`src/rtl/rotor2_return.sv`:
```
`default_nettype none
// ============================================================================
// Module      : rotor2_return
// Description : Rotor-2 return path (reflector -> keyboard). Removes the
//               rotor's rotational offset, then applies the inverse wiring.
//               Owns the rotor-2 position register (step/load) and emits a
//               turnover carry toward rotor 3. Two-stage valid/ready pipe.
// Revision    : 1.0 - initial release
// ============================================================================
module rotor2_return (
    input  logic       clk,
    input  logic       rst,
    input  logic       in_valid,
    output logic       in_ready,
    input  logic [4:0] in_letter,
    output logic       out_valid,
    input  logic       out_ready,
    output logic [4:0] out_letter,
    input  logic       step,
    input  logic       load,
    input  logic [4:0] load_pos,
    output logic [4:0] pos,
    output logic       carry
);

    localparam logic [5:0] c_alpha   = 6'd26;
    localparam logic [4:0] c_max_pos = 5'd25;
    localparam logic [4:0] c_max_let = 5'd26;

    // Inverse rotor-2 wiring, letter codes 1..26; anything else maps to 0.
    function automatic logic [4:0] f_inv(input logic [4:0] l);
        logic [4:0] r;
        case (l)
            5'd1:    r = 5'd6;
            5'd2:    r = 5'd13;
            5'd3:    r = 5'd18;
            5'd4:    r = 5'd5;
            5'd5:    r = 5'd16;
            5'd6:    r = 5'd1;
            5'd7:    r = 5'd21;
            5'd8:    r = 5'd17;
            5'd9:    r = 5'd15;
            5'd10:   r = 5'd14;
            5'd11:   r = 5'd3;
            5'd12:   r = 5'd22;
            5'd13:   r = 5'd19;
            5'd14:   r = 5'd8;
            5'd15:   r = 5'd2;
            5'd16:   r = 5'd10;
            5'd17:   r = 5'd9;
            5'd18:   r = 5'd23;
            5'd19:   r = 5'd20;
            5'd20:   r = 5'd25;
            5'd21:   r = 5'd4;
            5'd22:   r = 5'd26;
            5'd23:   r = 5'd12;
            5'd24:   r = 5'd11;
            5'd25:   r = 5'd24;
            5'd26:   r = 5'd7;
            default: r = 5'd0;
        endcase
        return r;
    endfunction

    logic [4:0] r_pos;
    logic       r_carry;
    logic       r_s1_valid;
    logic [4:0] r_s1_letter;
    logic       r_s1_err;
    logic       r_out_valid;
    logic [4:0] r_out_letter;

    logic       w_adv1;
    logic       w_adv2;
    logic [5:0] w_t;
    logic [5:0] w_d;
    logic [4:0] w_unrot;
    logic       w_err;

    // Handshake: a stage may take new data when it is empty or draining.
    always_comb begin
        w_adv2 = !r_out_valid || out_ready;
        w_adv1 = !r_s1_valid || w_adv2;
    end

    // Un-rotate: code 0 is the forward stage's wrap code for 26.
    always_comb begin
        w_t     = (in_letter == 5'd0) ? c_alpha : {1'b0, in_letter};
        w_d     = w_t + c_alpha - {1'b0, r_pos};
        w_unrot = (w_d > c_alpha) ? 5'(w_d - c_alpha) : w_d[4:0];
        w_err   = (in_letter > c_max_let);
    end

    // Position register; load beats step, out-of-range load freezes pos.
    always_ff @(posedge clk or posedge rst) begin
        if (rst) begin
            r_pos   <= 5'd0;
            r_carry <= 1'b0;
        end else begin
            r_carry <= 1'b0;
            if (load) begin
                if (load_pos <= c_max_pos) begin
                    r_pos <= load_pos;
                end
            end else if (step) begin
                if (r_pos == c_max_pos) begin
                    r_pos   <= 5'd0;
                    r_carry <= 1'b1;
                end else begin
                    r_pos <= r_pos + 5'd1;
                end
            end
        end
    end

    // Stage 1: capture the un-rotated letter using the pre-edge position.
    always_ff @(posedge clk or posedge rst) begin
        if (rst) begin
            r_s1_valid  <= 1'b0;
            r_s1_letter <= 5'd0;
            r_s1_err    <= 1'b0;
        end else if (w_adv1) begin
            r_s1_valid <= in_valid;
            if (in_valid) begin
                r_s1_letter <= w_unrot;
                r_s1_err    <= w_err;
            end
        end
    end

    // Stage 2: inverse wiring; an errored token leaves as letter 0.
    always_ff @(posedge clk or posedge rst) begin
        if (rst) begin
            r_out_valid  <= 1'b0;
            r_out_letter <= 5'd0;
        end else if (w_adv2) begin
            r_out_valid <= r_s1_valid;
            if (r_s1_valid) begin
                r_out_letter <= r_s1_err ? 5'd0 : f_inv(r_s1_letter);
            end
        end
    end

    assign in_ready   = w_adv1;
    assign out_valid  = r_out_valid;
    assign out_letter = r_out_letter;
    assign pos        = r_pos;
    assign carry      = r_carry;

endmodule
`default_nettype wire
```
`config.mk`:
```
export PLATFORM = sky130hd
export DESIGN_NAME = rotor2_return
export DESIGN_NICKNAME = d
export VERILOG_FILES = /design/src/rtl/rotor2_return.sv
export SDC_FILE = /design/constraint.sdc
export NUM_CORES = 1
export LEC_CHECK = 0
export ABC_AREA = 1
export CAP_MARGIN = 20
export CORE_ASPECT_RATIO = 0.8
export CORE_MARGIN = 8
export CORE_UTILIZATION = 55
export DETAILED_ROUTE_END_ITERATION = 10
export PLACE_DENSITY = 0.83
export SYNTH_ARGS = -nofsm -noshare
export SYNTH_HDL_FRONTEND = slang
export SYNTH_SLANG_ARGS = --single-unit
```
`constraint.sdc`:
```
create_clock -name clk -period 6.1 [get_ports clk]
set_input_delay 1.22 -clock clk [delete_from_list [all_inputs] [get_ports clk]]
set_output_delay 1.22 -clock clk [all_outputs]
set_load 0.005 [all_outputs]
```
==> impl_metrics.toml <==
[final_layout]
layout-drive-gt1-share = 0.07491
final_common_cell = "nand2_1"
nets = 303
fillCellCount = 256
final_cell_mix = "60 x nand2_1, 34 x inv_1, 28 x clkdlybuf4s50_1"
diodes = 0
design_area_sq_um = 2033
areaGrowthSynthToFinish_pct = 22.09

[floorplanning]
core_area_sq_um = 2995
start_util = 0.5560
dieWidth_microns = 77.52
die_h_microns = 65.22
dieArea_sq_um = 5055
rows = 18
num_io_pins = 29

[worst_setup_path]
r2r_slack_ns = 3.74
crit_fanout = 3
critPathRequiredTime_ns = 6.25
critical_path_class = "input port to register"
cp-end-kind = "register"
crit_path_start_kind = "input port"
worstPathArrival_ns = 4.03

[drt]
drc_errors = 0
met1_length_mm = 1.716
wl_met2_mm = 1.613
drtIter0Drc = 102
post_drt_wl_per_cell_microns = 11.57
vias = 1605
firstDrtPassIters = 4
dr.max_layer_used = "met4"
ant_nets = 0
wirelength_mm = 3.552
vias_per_cell = 5.228
wl_met3_microns = 177

[timing]
finalHoldViolations = 0
setup_viol = 0
fmaxAchievable_mhz = 257.6
slew_viol_final = 0
fin_setup_tns_ns = 0
finClkSkew_ns = 0.003969
maxSlewHeadroom = 0.5258
post-route-period-util = 0.6365
worstMarginPinSlew_ns = 0.7106
fin_ws_ns = 2.217
fin_crit_ns = 3.883
rsz0062_at_grt = "false"

[clock_tree]
cts_resized = 0
cts_tree = "yes"
clk_pin_slew_ns = 0.07
cts.sinks = 19
root_buffer = "clkbuf_8"
cts_hold_buffers = 0
cts_buffer_depth = 2
numCtsBuffers = 3
cts_setup_buffers = 0
htree_levels = 1
clk_latency_ns = 0.25

[global_route]
grt_pass1_wl_mm = 6.230
grt_pass1_vias = 1445
grt_usage = 0.1456
antenna_found_initial = 0
overflow = 0
grt_max_degree = 20

[power_and_ir_drop]
power.internal_uw = 417.9
total_power_uw = 780.3
leakagePower_uw = 0.001045
clkPwrFrac = 0.111
ir_worst_vdd_mv = 0.1898
p_sw_uw = 362.4
power_density_nw_per_um2 = 383.8
switching_share = 0.4645
combPwrFrac = 0.610
seqPwrFrac = 0.279

[yosys]
ys.flop_type = "dfrtp_1"
syn-num-nets = 272
synth-edff-count = 0
synthDistinctLibCells = 30
yosys_warnings = 0
synth.avg_cell_area_sq_um = 7.027
synth_seq_area_share = 0.2855
synth-async-reset-ratio = 1.000
ys_seq_elements = 19
syn_inst = 237
syn_area_sq_um = 1665

[placement]
place_congestion = 0.8400
port_buffers = 28
preCtsSetupSlack_ns = 1.953
placed_cell_area_sq_um = 1987
dp_hpwl_mm = 2.910

[outcome]
status = "completed"

[job]
cap_violations = 0

[min_path]
min_path_type = "register to register"
power groups by stage:
stage | clock network (uW) | registers, uW | logic [uW]
floorplan | 0 | 199 | 364
global placement | 0 | 218 | 467
detailed placement | 0 | 219 | 476
CTS | 88.6 | 217 | 479
global route | 94.4 | 225 | 546
finish | 86.4 | 218 | 476
registers in the layout (all words and copies together) (netlist names):
register     count
out_letter       5
pos              5
r_s1_letter      5
carry            1
out_valid        1
r_s1_err         1
r_s1_valid       1
cell type report:
class | count | area (sq um) | area share
multi-input cells | 180 | 1046 | 0.5145
flip-flops and latches | 19 | 475.5 | 0.2338
clock buffers | 3 | 41.29 | 0.02031
inverters | 36 | 135.1 | 0.06646
well taps | 40 | 50.05 | 0.02462
clock inverters | 1 | 5.005 | 0.002462
repair buffers | 28 | 280.3 | 0.1378
critical path, stage by stage:
cell and delay (ns):
clkdlybuf4s50_1 0.44, nor4_1 0.36, nand2_1 0.12, nand2_1 0.08, inv_1 0.04, ha_1 0.26
inv_1 0.04, ha_1 0.22, fa_1 0.57, inv_1 0.10, ha_1 0.21, xor2_1 0.15
nand3_1 0.08, nand2_1 0.05, nand2_1 0.05, nand2_1 0.04
routing by layer:
| layer | vias up | GRT usage |
|---|---|---|
| li1 | 833 | - |
| met1 | 721 | 0.1881 |
| met2 | 45 | 0.2361 |
| met3 | 6 | 0.04087 |
| met4 | 0 | 0.03521 |
| met5 | - | 0 |
cells in the mapped netlist (3+ instances only):
master,instances,area share
nand2_1,60,0.14
a21oi_1,10,0.030
ha_1,18,0.14
nand2_2,9,0.034
nor2_1,18,0.041
dfrtp_1,19,0.29
o211ai_1,3,0.014
o21ai_0,19,0.057
nand3_1,21,0.063
inv_1,34,0.077
kinds of logic (layout without fill, tap and decap cells):
group                      count (synthesis)  in the layout  share of synthesized area
xor gates and xnor gates                   3              3                    0.01578
adders and majority gates                 19             19                     0.1473
AOI/OAI and AO/OA                         41             41                     0.1397
and+or+nand+nor                          117            117                     0.3253
DFF                                       19             19                     0.2855
buffers and inverters                     38             68                    0.08640
worst paths after layout:
check,startpoint,endpoint,cells past startpoint
min,out_letter[1],out_letter[1],2
max in group asynchronous,rst,r_s1_letter[0],2
max,in_letter[0],r_s1_letter[3],16
min reg2reg,out_letter[1],out_letter[1],2
max reg2reg,pos[1],r_s1_letter[3],11
min in group asynchronous,rst,out_letter[4],2
metrics by stage:
| stage | utilization | hold WS (ns) | instances |
|---|---|---|---|
| 5_1_grt | 0.6788 | 0.5012 | 307 |
| 2_1_floorplan | - | 0.4471 | 237 |
| 6_report | 0.6788 | 0.4825 | 307 |
| 3_5_place_dp | 0.6633 | 0.4686 | 303 |
| 4_1_cts | 0.6788 | 0.4887 | 307 |
| 3_3_place_gp | 0.6633 | 0.4642 | 303 |
Note: power is estimated with default switching activity, not from simulation.
